<file path="src/rtl/argmax_classifier.sv">
// Argmax stage: captures the dense-layer score vector on a rising in_valid edge
// and scans it one element per cycle with one signed comparator.
module argmax_classifier #(
  parameter int CLASS_NB = 10,
  parameter int WIDTH    = 16,
  parameter int IDX_W    = 4
) (
  input  logic                    clk,
  input  logic                    reset,
  input  logic                    enable,
  input  logic signed [WIDTH-1:0] in_data [0:CLASS_NB-1],
  input  logic                    in_valid,
  output logic [IDX_W-1:0]        class_out,
  output logic signed [WIDTH-1:0] max_out,
  output logic                    class_done,
  output logic                    class_valid,
  output logic                    busy
);

  localparam logic [IDX_W-1:0] LAST_IDX = IDX_W'(CLASS_NB - 1);

  typedef enum logic {S_IDLE, S_SCAN} state_t;

  state_t r_state;
  state_t w_state_nxt;

  logic signed [WIDTH-1:0] r_buf [0:CLASS_NB-1];
  logic [IDX_W-1:0]        r_idx;
  logic [IDX_W-1:0]        r_best_idx;
  logic signed [WIDTH-1:0] r_best_val;
  logic                    r_in_valid_q;
  logic [IDX_W-1:0]        r_class_out;
  logic signed [WIDTH-1:0] r_max_out;
  logic                    r_class_done;
  logic                    r_class_valid;

  logic                    w_start;
  logic                    w_capture;
  logic                    w_take;
  logic                    w_finish;
  logic [IDX_W-1:0]        w_cand_idx;
  logic signed [WIDTH-1:0] w_cand_val;

  // Rising edge only, so a level that stays high starts a single scan.
  assign w_start = enable && in_valid && !r_in_valid_q;

  // State register
  always_ff @(posedge clk or posedge reset) begin
    if (reset) r_state <= S_IDLE;
    else       r_state <= w_state_nxt;
  end

  // Next-state logic
  always_comb begin
    w_state_nxt = r_state;
    case (r_state)
      S_IDLE: if (w_start) w_state_nxt = S_SCAN;
      S_SCAN: if (!enable || (r_idx == LAST_IDX)) w_state_nxt = S_IDLE;
      default: w_state_nxt = S_IDLE;
    endcase
  end

  // Output / datapath control
  always_comb begin
    busy       = (r_state == S_SCAN);
    w_capture  = (r_state == S_IDLE) && w_start;
    w_take     = 1'b0;
    w_finish   = 1'b0;
    w_cand_idx = r_best_idx;
    w_cand_val = r_best_val;
    if (r_state == S_SCAN && enable) begin
      // Strictly greater keeps the lowest index on ties.
      w_take   = (r_buf[r_idx] > r_best_val);
      w_finish = (r_idx == LAST_IDX);
      if (w_take) begin
        w_cand_idx = r_idx;
        w_cand_val = r_buf[r_idx];
      end
    end
  end

  always_ff @(posedge clk or posedge reset) begin
    if (reset) r_in_valid_q <= 1'b0;
    else       r_in_valid_q <= in_valid;
  end

  always_ff @(posedge clk or posedge reset) begin
    if (reset) begin
      for (int i = 0; i < CLASS_NB; i++) r_buf[i] <= '0;
      r_idx      <= '0;
      r_best_idx <= '0;
      r_best_val <= '0;
    end else if (w_capture) begin
      for (int i = 0; i < CLASS_NB; i++) r_buf[i] <= in_data[i];
      r_idx      <= IDX_W'(1);
      r_best_idx <= '0;
      r_best_val <= in_data[0];
    end else if (r_state == S_SCAN && enable) begin
      r_best_idx <= w_cand_idx;
      r_best_val <= w_cand_val;
      if (!w_finish) r_idx <= r_idx + IDX_W'(1);
    end
  end

  always_ff @(posedge clk or posedge reset) begin
    if (reset) begin
      r_class_out   <= '0;
      r_max_out     <= '0;
      r_class_done  <= 1'b0;
      r_class_valid <= 1'b0;
    end else begin
      r_class_done <= w_finish;
      if (w_capture) r_class_valid <= 1'b0;
      if (w_finish) begin
        r_class_out   <= w_cand_idx;
        r_max_out     <= w_cand_val;
        r_class_valid <= 1'b1;
      end
    end
  end

  assign class_out   = r_class_out;
  assign max_out     = r_max_out;
  assign class_done  = r_class_done;
  assign class_valid = r_class_valid;

endmodule

</file>
<file path="config.mk">
export PLATFORM = sky130hd
export DESIGN_NAME = argmax_classifier
export DESIGN_NICKNAME = d
export VERILOG_FILES = /design/src/rtl/argmax_classifier.sv
export SDC_FILE = /design/constraint.sdc
export NUM_CORES = 1
export LEC_CHECK = 0
export CAP_MARGIN = 10
export CORE_UTILIZATION = 48
export CTS_CLUSTER_SIZE = 8
export DETAILED_ROUTE_END_ITERATION = 12
export GPL_ROUTABILITY_DRIVEN = 0
export PLACE_DENSITY = 0.82
export SLEW_MARGIN = 10
export SYNTH_ARGS = -nofsm -noshare
export SYNTH_HDL_FRONTEND = slang
export SYNTH_SLANG_ARGS = --single-unit
</file>
<file path="constraint.sdc">
create_clock -name clk -period 6.8 [get_ports clk]
set_input_delay 1.36 -clock clk [delete_from_list [all_inputs] [get_ports clk]]
set_output_delay 1.36 -clock clk [all_outputs]
set_load 0.01 [all_outputs]
</file>
==> results of run 1 <==
[sequential cells by signal (all words and copies together), names as in the netlist]
signal and count:
r_buf 160, class_valid 1, max_out 16, class_done 1, class_out 4, busy 1
r_best_idx 4, r_best_val 16, r_idx 4, r_in_valid_q 1
[per-layer routing]
metal	GRT usage	part of all wire	vias up
met3	0.0539	0.092	62
met5	0	0	-
met4	0.0863	0.029	0
met1	0.361	0.41	4023
li1	-	-	3771
met2	0.415	0.47	447
[report_power, final]
part | switching (W) | internal, W | leakage (nW)
logic | 0.000832 | 0.000726 | 3.00
clock network | 0.000494 | 0.000743 | 0.363
registers | 0.000213 | 0.00149 | 2.64
total | 0.00154 | 0.00296 | 6.00
[cells in the final DEF, fill, tap and decap left out, drive strengths merged, types with 15 or more instances in the layout]
cell type,instances
o311ai,15
a22oi,16
inv,19
o21ai,21
dfrtp,208
mux2,16
clkbuf,30
and2,16
mux4,32
nand2,491
a21o,18
ha,18
or4,15
a221o,16
clkdlybuf4s50,186
[cell usage after synthesis (4+ instances only)]
library cell and number:
o21ai_0 13, buf_6 9, nor2_1 6, ha_1 18, and2_1 16, a21o_1 18, clkbuf_1 46, dfrtp_1 208
o311ai_1 7, mux4_2 32, mux2_2 16, a22oi_1 16, a221o_1 16, nand4_1 7, nand2_1 491, a21oi_1 4
o311ai_0 8, inv_1 18, buf_2 9, o21ai_1 8, or4_1 15
[cells by family (layout without fill, tap and decap cells)]
family / Yosys count / after routing / share of synthesized area
buffers and inverters: 88 / 249 / 0.0420
AND/OR/NAND/NOR: 554 / 554 / 0.229
flip-flops: 208 / 208 / 0.524
multiplexers: 49 / 49 / 0.0918
XOR/XNOR: 1 / 1 / 0.000882
AO/OA/AOI/OAI: 113 / 113 / 0.0894
adder cells (fa/ha/maj): 18 / 18 / 0.0227
[worst max-delay path: stages (launching register included)]
cell     delay, ns
dfrtp_2       1.04
buf_4         0.39
mux4_2        0.53
a22oi_1       0.23
o21ai_1       0.17
ha_1          0.39
nand4_1       0.16
nor3_2        0.29
a41oi_1       0.29
a31oi_2       0.89
a221o_1       0.30
[final cells by class]
class                   instances  area, um2
multi-input cells             735       4340
repair buffers                198       1960
clock inverters                 1       8.76
well taps                     270        338
flip-flops and latches        208       5210
fillers                      1555       7570
inverters                      20       78.8
clock buffers                  30        729
[final timing paths]
path,to,from,cells after the start
max,r_best_val[4]$_DFFE_PP0P_,r_idx[0]$_DFFE_PP0P_,10
min,r_buf[13]$_DFFE_PP0P_,r_buf[13]$_DFFE_PP0P_,2
max reg2reg,r_best_val[4]$_DFFE_PP0P_,r_idx[0]$_DFFE_PP0P_,10
min reg2reg,r_buf[13]$_DFFE_PP0P_,r_buf[13]$_DFFE_PP0P_,2
max in group asynchronous,r_buf[119]$_DFFE_PP0P_,reset,3
min in group asynchronous,r_buf[19]$_DFFE_PP0P_,reset,2
[metrics by stage]
step | worst slack [ns] | power [W] | util | cells
after detailed placement | 2.04 | 0.00324 | 0.589 | 1431
final | 2.01 | 0.00450 | 0.626 | 1462
after CTS | 2.05 | 0.00449 | 0.626 | 1462
after global placement | 2.17 | 0.00316 | 0.589 | 1431
after floorplan | 2.74 | 0.00281 | - | 1031
after global routing | 1.56 | 0.00472 | 0.626 | 1462
==> out/qor.txt, run 1 <==
====================================================================================
Diodes inserted .......................................................            0
Wire length of the first global-routing pass ..........................     43900 um
Final hold slack ......................................................     0.471 ns
Kind of start point of the critical path ..............................    flip-flop
Ranking of synthesized cells by area .................................. dfrtp_1 (52%), nand2_1 (19%), mux4_2 (7.3%)
Total standard cell area after synthesis ..............................  0.00993 mm2
Post-DP Area ..........................................................   0.0119 mm2
TritonCTS clock tree ..................................................          yes
Die ar. ...............................................................   0.0213 mm2
Count of buffers from port buffering ..................................          186
Via/cell ratio ........................................................         5.68
Final #Nets ...........................................................         1374
Internal reg-to-reg setup slack .......................................      2.01 ns
Yosys warning total ...................................................            0
Clock buffer depth ....................................................            3
Post-CTS setup buffer count ...........................................            0
Yosys top cell by area ................................................      dfrtp_1
Global routing usage summed across all routing layers .................        0.262
CTS Hold Bufs .........................................................            0
First-pass iteration count of the detailed router .....................            6
DRC errors left .......................................................            0
Leakage dissipation ...................................................      6.00 nW
Antenna violations before repair ......................................            0
Final routed wire length divided by cell count ........................      18.7 um
Placement row count ...................................................           52
Max H-tree Level ......................................................            1
Die boundary width ....................................................       146 um
Count of unique library cells instantiated by Yosys ...................           58
Critical path start-end classification ................................      reg2reg
Pins Over Slew Limit ..................................................            0
CTS sink cnt ..........................................................          208
Post-route fraction of the period consumed by the critical path .......        0.704
Max frequency .........................................................      209 MHz
Average cell area after synthesis .....................................     9.63 um2
Count of vias placed by the detailed router ...........................         8303
Iteration-0 DRC count of the detailed router ..........................          920
Part of the Yosys area used for sequential elements ...................        0.524
Required time of the critical path ....................................      7.27 ns
Number of enable flip-flop cells after synthesis ......................            0
Vertical die dimension ................................................       146 um
Measured slew at the worst slew-check pin .............................      1.06 ns
Clk_lat worst skew ....................................................      0.54 ns
Non-Filler Cell Area, Final ...........................................   0.0127 mm2
Core region area ......................................................   0.0202 mm2
Final-layout setup total negative slack ...............................         0 ns
Layout cells sized above 1 ............................................       0.0872
Half-perimeter wire length after placement ............................     18700 um
Syn_nets ..............................................................         1213
Slew HR ...............................................................        0.293
Min cycle time layout .................................................      4.79 ns
CTS Root Buffer Type ..................................................    clkbuf_16
Peak supply drop ......................................................   0.000197 V
Number of buffers created by CTS ......................................           29
Hold violation count in the final report ..............................            0
Most frequently used flop master after synthesis ......................      dfrtp_1
Maximum fanout encountered on the critical timing path ................           35
Count of cells resized by post-cts repair .............................            0
Remaining global-route overflow .......................................            0
Clock-pin slew on the worst setup and hold paths ......................      0.05 ns
Fraction of synthesized cell area taken by the top area cell type .....        0.524
Number of max-cap violations ..........................................            0
Setup violators final .................................................            0
Pin count of the biggest net entering global routing ..................          155
Type of the most critical hold path ...................................      reg2reg
Number of synthesized register bits ...................................          208
Run status ............................................................ finished clean
Final Routed Wirelength ...............................................     27300 um
Number of instances in the synthesized netlist ........................         1031
PD cells ..............................................................   355 mW/mm2
Number of global-route vias before repair .............................         8370
Share of flip-flops with an asynchronous set or reset after synthesis .         1.00
Area growth from synthesis to layout ..................................        27.6%
Initial cell density of the core ......................................        0.491
Post-route clock skew .................................................    0.0189 ns
Antenna Nets Post-Route ...............................................            0
Boundary Pins .........................................................          187
Category of the worst setup path capture point ........................    flip-flop
Setup repair after global routing missed its margin ...................           no
Data arrival at the endpoint of the critical path .....................      5.26 ns
====================================================================================
Note: power is estimated with default switching activity, not from simulation.
==> run 2: changes to the inputs <==
- clock period: 6.8 -> 4.1 ns (I/O delays scaled with it)
==> out/qor.txt, run 2 (same netlist as run 1, synthesis figures left out) <==
==============================================================================
Leakage dissipation .............................................      6.16 nW   was 6.00 nW
Antenna violations before repair ................................            0   unchanged
Min cycle time layout ...........................................      3.86 ns   was 4.79 ns
Kind of start point of the critical path ........................    flip-flop   unchanged
Run status ...................................................... finished clean   unchanged
Number of max-cap violations ....................................            0   unchanged
Pins Over Slew Limit ............................................            0   unchanged
Data arrival at the endpoint of the critical path ...............      4.26 ns   was 5.26 ns
Die ar. .........................................................   0.0213 mm2   unchanged
Type of the most critical hold path .............................      reg2reg   unchanged
Leading cell type in the layout, fill and taps excluded .........      nand2_1   unchanged
Maximum fanout encountered on the critical timing path ..........           19   was 35
Vertical die dimension ..........................................       146 um   unchanged
Depth of the most critical reg-to-reg path ......................           12   was 10
Remaining global-route overflow .................................            0   unchanged
CTS Root Buffer Type ............................................    clkbuf_16   unchanged
Non-filler cells, final .........................................         1487   was 1462
Internal reg-to-reg setup slack .................................      0.24 ns   was 2.01 ns
Max H-tree Level ................................................            1   unchanged
Die boundary width ..............................................       146 um   unchanged
R2r startpoint .................................................. r_idx[0]$_DFFE_PP0P_   unchanged
DRC errors left .................................................            0   unchanged
Internal Pwr Total ..............................................    0.00509 W   was 0.00296 W
Final total power ...............................................    0.00772 W   was 0.00450 W
Post-route fraction of the period consumed by the critical path .        0.943   was 0.704
Clock buffer depth ..............................................            3   unchanged
PD cells ........................................................   595 mW/mm2   was 355 mW/mm2
Diodes inserted .................................................            0   unchanged
Net load switching power ........................................    0.00263 W   was 0.00154 W
TritonCTS clock tree ............................................          yes   unchanged
Via/cell ratio ..................................................         5.55   was 5.68
Global routing usage summed across all routing layers ...........        0.263   was 0.262
Sink of the worst hold path ..................................... r_buf[60]$_DFFE_PP0P_   was r_buf[13]$_DFFE_PP0P_
Measured slew at the worst slew-check pin .......................     0.981 ns   was 1.06 ns
Peak supply drop ................................................   0.000401 V   was 0.000197 V
Slew HR .........................................................        0.344   was 0.293
Core region area ................................................   0.0202 mm2   unchanged
Placement row count .............................................           52   unchanged
Clock-pin slew on the worst setup and hold paths ................      0.06 ns   was 0.05 ns
Post-DP Area ....................................................   0.0122 mm2   was 0.0119 mm2
First-pass iteration count of the detailed router ...............            5   was 6
Count of buffers from port buffering ............................          186   unchanged
Final-layout setup total negative slack .........................         0 ns   unchanged
Placed Instances ................................................         1451   was 1431
Setup repair after global routing missed its margin .............           no   unchanged
Most frequent cells in the layout ............................... nand2_1 (491), dfrtp_1 (207), clkdlybuf4s50_1 (186)   unchanged
Required time of the critical path ..............................      4.49 ns   was 7.27 ns
Initial cell density of the core ................................        0.491   unchanged
Portion of total power attributed to the clock network ..........        0.277   was 0.275
Area growth from synthesis to layout ............................        30.7%   was 27.6%
Hold_sp ......................................................... r_buf[60]$_DFFE_PP0P_   was r_buf[13]$_DFFE_PP0P_
Fraction of power spent switching nets ..........................        0.340   was 0.342
Layout cells sized above 1 ......................................        0.105   was 0.0872
Sequential share of power .......................................        0.356   was 0.379
Most flop-heavy register ........................................        r_buf   unchanged
Gate power share ................................................        0.367   was 0.346
Reg-to-reg critical path endpoint ............................... max_out[13]$_DFFE_PP0P_   was r_best_val[4]$_DFFE_PP0P_
Final routed wire length divided by cell count ..................      18.3 um   was 18.7 um
Boundary Pins ...................................................          187   unchanged
Category of the worst setup path capture point ..................    flip-flop   unchanged
Pin count of the biggest net entering global routing ............           82   was 155
Hold violation count in the final report ........................            0   unchanged
Critical path start-end classification ..........................      reg2reg   unchanged
Hold path cells .................................................            2   unchanged
Final Routed Wirelength .........................................     27200 um   was 27300 um
Antenna Nets Post-Route .........................................            0   unchanged
Max reg flops ...................................................          160   unchanged
Non-Filler Cell Area, Final .....................................   0.0130 mm2   was 0.0127 mm2
Final #Nets .....................................................         1396   was 1374
Final standard cell utilization of the core .....................        0.641   was 0.626
Clk_lat worst skew ..............................................      0.54 ns   about the same
Count of vias placed by the detailed router .....................         8253   was 8303
Iteration-0 DRC count of the detailed router ....................          668   was 920
Number of global-route vias before repair .......................         8442   was 8370
Number of buffers created by CTS ................................           30   was 29
CTS sink cnt ....................................................          208   unchanged
Max frequency ...................................................      259 MHz   was 209 MHz
Half-perimeter wire length after placement ......................     19400 um   was 18700 um
Setup violators final ...........................................            0   unchanged
Post-route clock skew ...........................................    0.0113 ns   was 0.0189 ns
Wire length of the first global-routing pass ....................     44000 um   was 43900 um
Number of inserted filler cells in the final layout .............         1599   was 1555
==============================================================================
run 2: critical path, stage by stage (launching register included):
cell and delay [ns]:
dfrtp_2 0.40, buf_4 0.25, mux4_2 0.52, a22oi_1 0.18, o21ai_0 0.17, ha_1 0.33
a41o_1 0.23, a21oi_1 0.28, nor3_1 0.16, o31a_4 0.46, nor3_4 0.33, buf_4 0.24
o311ai_0 0.16
run 2: repair_timing:
item                       CTS  global route
hold buffers                 0             0
buffers inserted             0             1
resized for setup            0             1
setup endpoints to repair    0             6
run 2: final cells by class:
type                    count  area, um2  share of cell area
clock buffers              33        762              0.0587
clock inverters             2       38.8             0.00299
inverters                  20       78.8             0.00608
multi-input cells         735       4340               0.334
flip-flops and latches    208       5210               0.401
well taps                 270        338              0.0260
repair buffers            219       2210               0.170
run 2: power by group through the flow:
stage | combinational [W] | sequential (W) | clock, W
after detailed placement | 0.00276 | 0.00276 | 0
final | 0.00284 | 0.00275 | 0.00214
after floorplan | 0.00199 | 0.00267 | 0
after CTS | 0.00280 | 0.00274 | 0.00216
after global placement | 0.00266 | 0.00274 | 0
after global routing | 0.00308 | 0.00279 | 0.00225
run 2: per-layer routing:
metal  vias to the layer above  GRT usage  part of all wire
li1                       3828          -                 -
met1                      3938      0.354              0.41
met2                       421      0.414              0.47
met3                        66     0.0627             0.092
met4                         0     0.0989             0.036
met5                         -          0                 0
run 2: how the worst max path moves through the flow:
stage / from / end / cells after the start
after floorplan: r_idx[0]$_DFFE_PP0P_ / max_out[15]$_DFFE_PP0P_ / 13
after global placement: r_idx[0]$_DFFE_PP0P_ / max_out[10]$_DFFE_PP0P_ / 12
after detailed placement: r_idx[0]$_DFFE_PP0P_ / max_out[13]$_DFFE_PP0P_ / 12
after CTS: r_idx[0]$_DFFE_PP0P_ / max_out[13]$_DFFE_PP0P_ / 12
after global routing: r_idx[0]$_DFFE_PP0P_ / max_out[13]$_DFFE_PP0P_ / 12
final: r_idx[0]$_DFFE_PP0P_ / max_out[13]$_DFFE_PP0P_ / 12
run 2: through the flow:
step	hold WS [ns]	setup slack (ns)
global placement	0.453	0.336
finish	0.468	0.236
floorplan	0.440	0.540
global route	0.486	0.0284
detailed placement	0.457	0.170
CTS	0.470	0.155
==> run 3: changes to the inputs <==
- PLACE_DENSITY: 0.82 -> 0.86
==> out/qor.txt, run 3 (same netlist as run 1, synthesis figures left out) <==
==============================================================================
Peak supply drop ................................................   0.000408 V   was 0.000401 V
Post-Place Worst Slack ..........................................     0.113 ns   was 0.170 ns
Wire length of the first global-routing pass ....................     44100 um   was 44000 um
Final #Nets .....................................................         1390   was 1396
Slew HR .........................................................        0.435   was 0.344
Remaining global-route overflow .................................            0   unchanged
Antenna violations before repair ................................            0   unchanged
First-pass iteration count of the detailed router ...............            5   unchanged
Max frequency ...................................................      253 MHz   was 259 MHz
Top delay family on crit path ................................... simple AND/OR/NAND/NOR gates   was compound AO/OA/AOI/OAI gates
Max H-tree Level ................................................            1   unchanged
Min cycle time layout ...........................................      3.95 ns   was 3.86 ns
TritonCTS clock tree ............................................          yes   unchanged
Pins Over Slew Limit ............................................            0   unchanged
Global routing usage summed across all routing layers ...........        0.266   was 0.263
CTS Root Buffer Type ............................................    clkbuf_16   unchanged
DRC errors left .................................................            0   unchanged
Depth of the most critical reg-to-reg path ......................           13   was 12
Final-layout setup total negative slack .........................         0 ns   unchanged
Final total power ...............................................    0.00763 W   was 0.00772 W
Die ar. .........................................................   0.0213 mm2   unchanged
Clock-pin slew on the worst setup and hold paths ................      0.05 ns   was 0.06 ns
Hold violation count in the final report ........................            0   unchanged
Via/cell ratio ..................................................         5.70   was 5.55
Layout cells sized above 1 ......................................       0.0994   was 0.105
Internal reg-to-reg setup slack .................................      0.15 ns   was 0.24 ns
CTS sink cnt ....................................................          208   unchanged
Run status ...................................................... finished clean   unchanged
Kind of start point of the critical path ........................    flip-flop   unchanged
Post-route fraction of the period consumed by the critical path .        0.964   was 0.943
Endpoint of the most critical setup path ........................ max_out[15]$_DFFE_PP0P_   was max_out[13]$_DFFE_PP0P_
Cell count along the critical path ..............................           13   was 12
R2r startpoint .................................................. r_idx[0]$_DFFE_PP0P_   unchanged
Minimum setup slack in the final design .........................     0.146 ns   was 0.236 ns
Final standard cell utilization of the core .....................        0.636   was 0.641
Critical path start-end classification ..........................      reg2reg   unchanged
Diodes inserted .................................................            0   unchanged
Half-perimeter wire length after placement ......................     19700 um   was 19400 um
Number of global-route vias before repair .......................         8385   was 8442
Iteration-0 DRC count of the detailed router ....................          737   was 668
Slowest cell delay on critical path .............................      0.54 ns   was 0.52 ns
Count of buffers from port buffering ............................          186   unchanged
Measured slew at the worst slew-check pin .......................     0.845 ns   was 0.981 ns
Number of buffers created by CTS ................................           29   was 30
Reg-to-reg critical path endpoint ............................... max_out[15]$_DFFE_PP0P_   was max_out[13]$_DFFE_PP0P_
Non-Filler Cell Area, Final .....................................   0.0129 mm2   was 0.0130 mm2
Placement row count .............................................           52   unchanged
Timing startpoint of the critical path .......................... r_idx[0]$_DFFE_PP0P_   unchanged
Final routed wire length divided by cell count ..................      19.0 um   was 18.3 um
Die boundary width ..............................................       146 um   unchanged
Initial cell density of the core ................................        0.491   unchanged
Leading cell type in the layout, fill and taps excluded .........      nand2_1   unchanged
Leakage dissipation .............................................      6.12 nW   was 6.16 nW
Setup violators final ...........................................            0   unchanged
Category of the worst setup path capture point ..................    flip-flop   unchanged
Antenna Nets Post-Route .........................................            0   unchanged
Post-route clock skew ...........................................   0.00951 ns   was 0.0113 ns
Clock buffer depth ..............................................            3   unchanged
Post-DP Area ....................................................   0.0121 mm2   was 0.0122 mm2
Max reg flops ...................................................          160   unchanged
Number of inserted filler cells in the final layout .............         1479   was 1599
Vertical die dimension ..........................................       146 um   unchanged
Clk_lat worst skew ..............................................      0.52 ns   was 0.54 ns
Most frequent cells in the layout ............................... nand2_1 (491), dfrtp_1 (207), clkdlybuf4s50_1 (186)   unchanged
Critical path buffers and inverters .............................            3   was 2
Pin count of the biggest net entering global routing ............           91   was 82
Core region area ................................................   0.0202 mm2   unchanged
Required time of the critical path ..............................      4.51 ns   was 4.49 ns
Area growth from synthesis to layout ............................        29.6%   was 30.7%
PD cells ........................................................   593 mW/mm2   was 595 mW/mm2
Type of the most critical hold path .............................      reg2reg   unchanged
Maximum fanout encountered on the critical timing path ..........           18   was 19
Data arrival at the endpoint of the critical path ...............      4.37 ns   was 4.26 ns
Count of vias placed by the detailed router .....................         8417   was 8253
Number of max-cap violations ....................................            0   unchanged
Hold path cells .................................................            2   unchanged
Most flop-heavy register ........................................        r_buf   unchanged
Setup repair after global routing missed its margin .............           no   unchanged
Boundary Pins ...................................................          187   unchanged
Cell breakdown of the critical path ............................. buf_12 > mux4_2 > a22oi_1 > o21ai_1 > ha_1 > nand4_1 > buf_4 > nor3_4 > o21ai_1 > and3_1 > buf_4 > or4_1 > o311ai_1   was buf_4 > mux4_2 > a22oi_1 > o21ai_0 > ha_1 > a41o_1 > a21oi_1 > nor3_1 > o31a_4 > nor3_4 > buf_4 > o311ai_0
Final Routed Wirelength .........................................     28000 um   was 27200 um
Slowest library cell on the worst path ..........................      dfrtp_4   was mux4_2
==============================================================================
==> run 3: per-stage QoR <==
| step | cells | hold slack, ns |
|---|---|---|
| floorplan | 1031 | 0.440 |
| global placement | 1446 | 0.451 |
| detailed placement | 1446 | 0.459 |
| CTS | 1476 | 0.472 |
| global route | 1477 | 0.483 |
| finish | 1477 | 0.468 |
==> run 3: worst min path at each step <==
stage / endpoint / start / slack (ns)
3_3_place_gp: r_buf[9]$_DFFE_PP0P_ / r_buf[9]$_DFFE_PP0P_ / 0.45
5_1_grt: r_buf[153]$_DFFE_PP0P_ / r_buf[153]$_DFFE_PP0P_ / 0.48
2_1_floorplan: r_buf[0]$_DFFE_PP0P_ / r_buf[0]$_DFFE_PP0P_ / 0.44
3_5_place_dp: r_buf[4]$_DFFE_PP0P_ / r_buf[4]$_DFFE_PP0P_ / 0.46
4_1_cts: r_buf[35]$_DFFE_PP0P_ / r_buf[35]$_DFFE_PP0P_ / 0.47
6_report: r_buf[35]$_DFFE_PP0P_ / r_buf[35]$_DFFE_PP0P_ / 0.47
==> run 3: area by class of cell <==
type	instances	area, um2	area share
clock buffer	30	729	0.0567
timing repair buffer	214	2160	0.168
inverter	20	78.8	0.00613
multi-input combinational	735	4350	0.338
sequential	208	5210	0.405
tap	270	338	0.0263
==> run 3: timing repair <==
item	in CTS	in global routing
endpoints found under the setup margin	0	33
setup buffers	0	1
hold buffers	0	0
resized for setup	0	8
==> run 3: where the power goes <==
part / total (W) / switching (W) / internal (W) / leakage (nW)
clock network: 0.00203 / 0.000798 / 0.00123 / 0.359
logic: 0.00281 / 0.00152 / 0.00129 / 3.12
registers: 0.00279 / 0.000310 / 0.00248 / 2.64
total: 0.00763 / 0.00263 / 0.00500 / 6.12
==> run 3: tightest hold or removal path, delay by kind of cell (launching register included) <==
| kind | cells | cell delay [ns] |
|---|---|---|
| flops | 1 | 0.33 |
| simple gates | 2 | 0.10 |
==> run 3: routing by layer <==
metal / routed length (um) / global-route usage / share of wire / up-vias
li1: - / - / - / 3797
met1: 11100 / 0.348 / 0.40 / 4045
met2: 13100 / 0.429 / 0.47 / 503
met3: 2670 / 0.0567 / 0.095 / 72
met4: 1180 / 0.114 / 0.042 / 0
met5: 0 / 0 / 0 / -
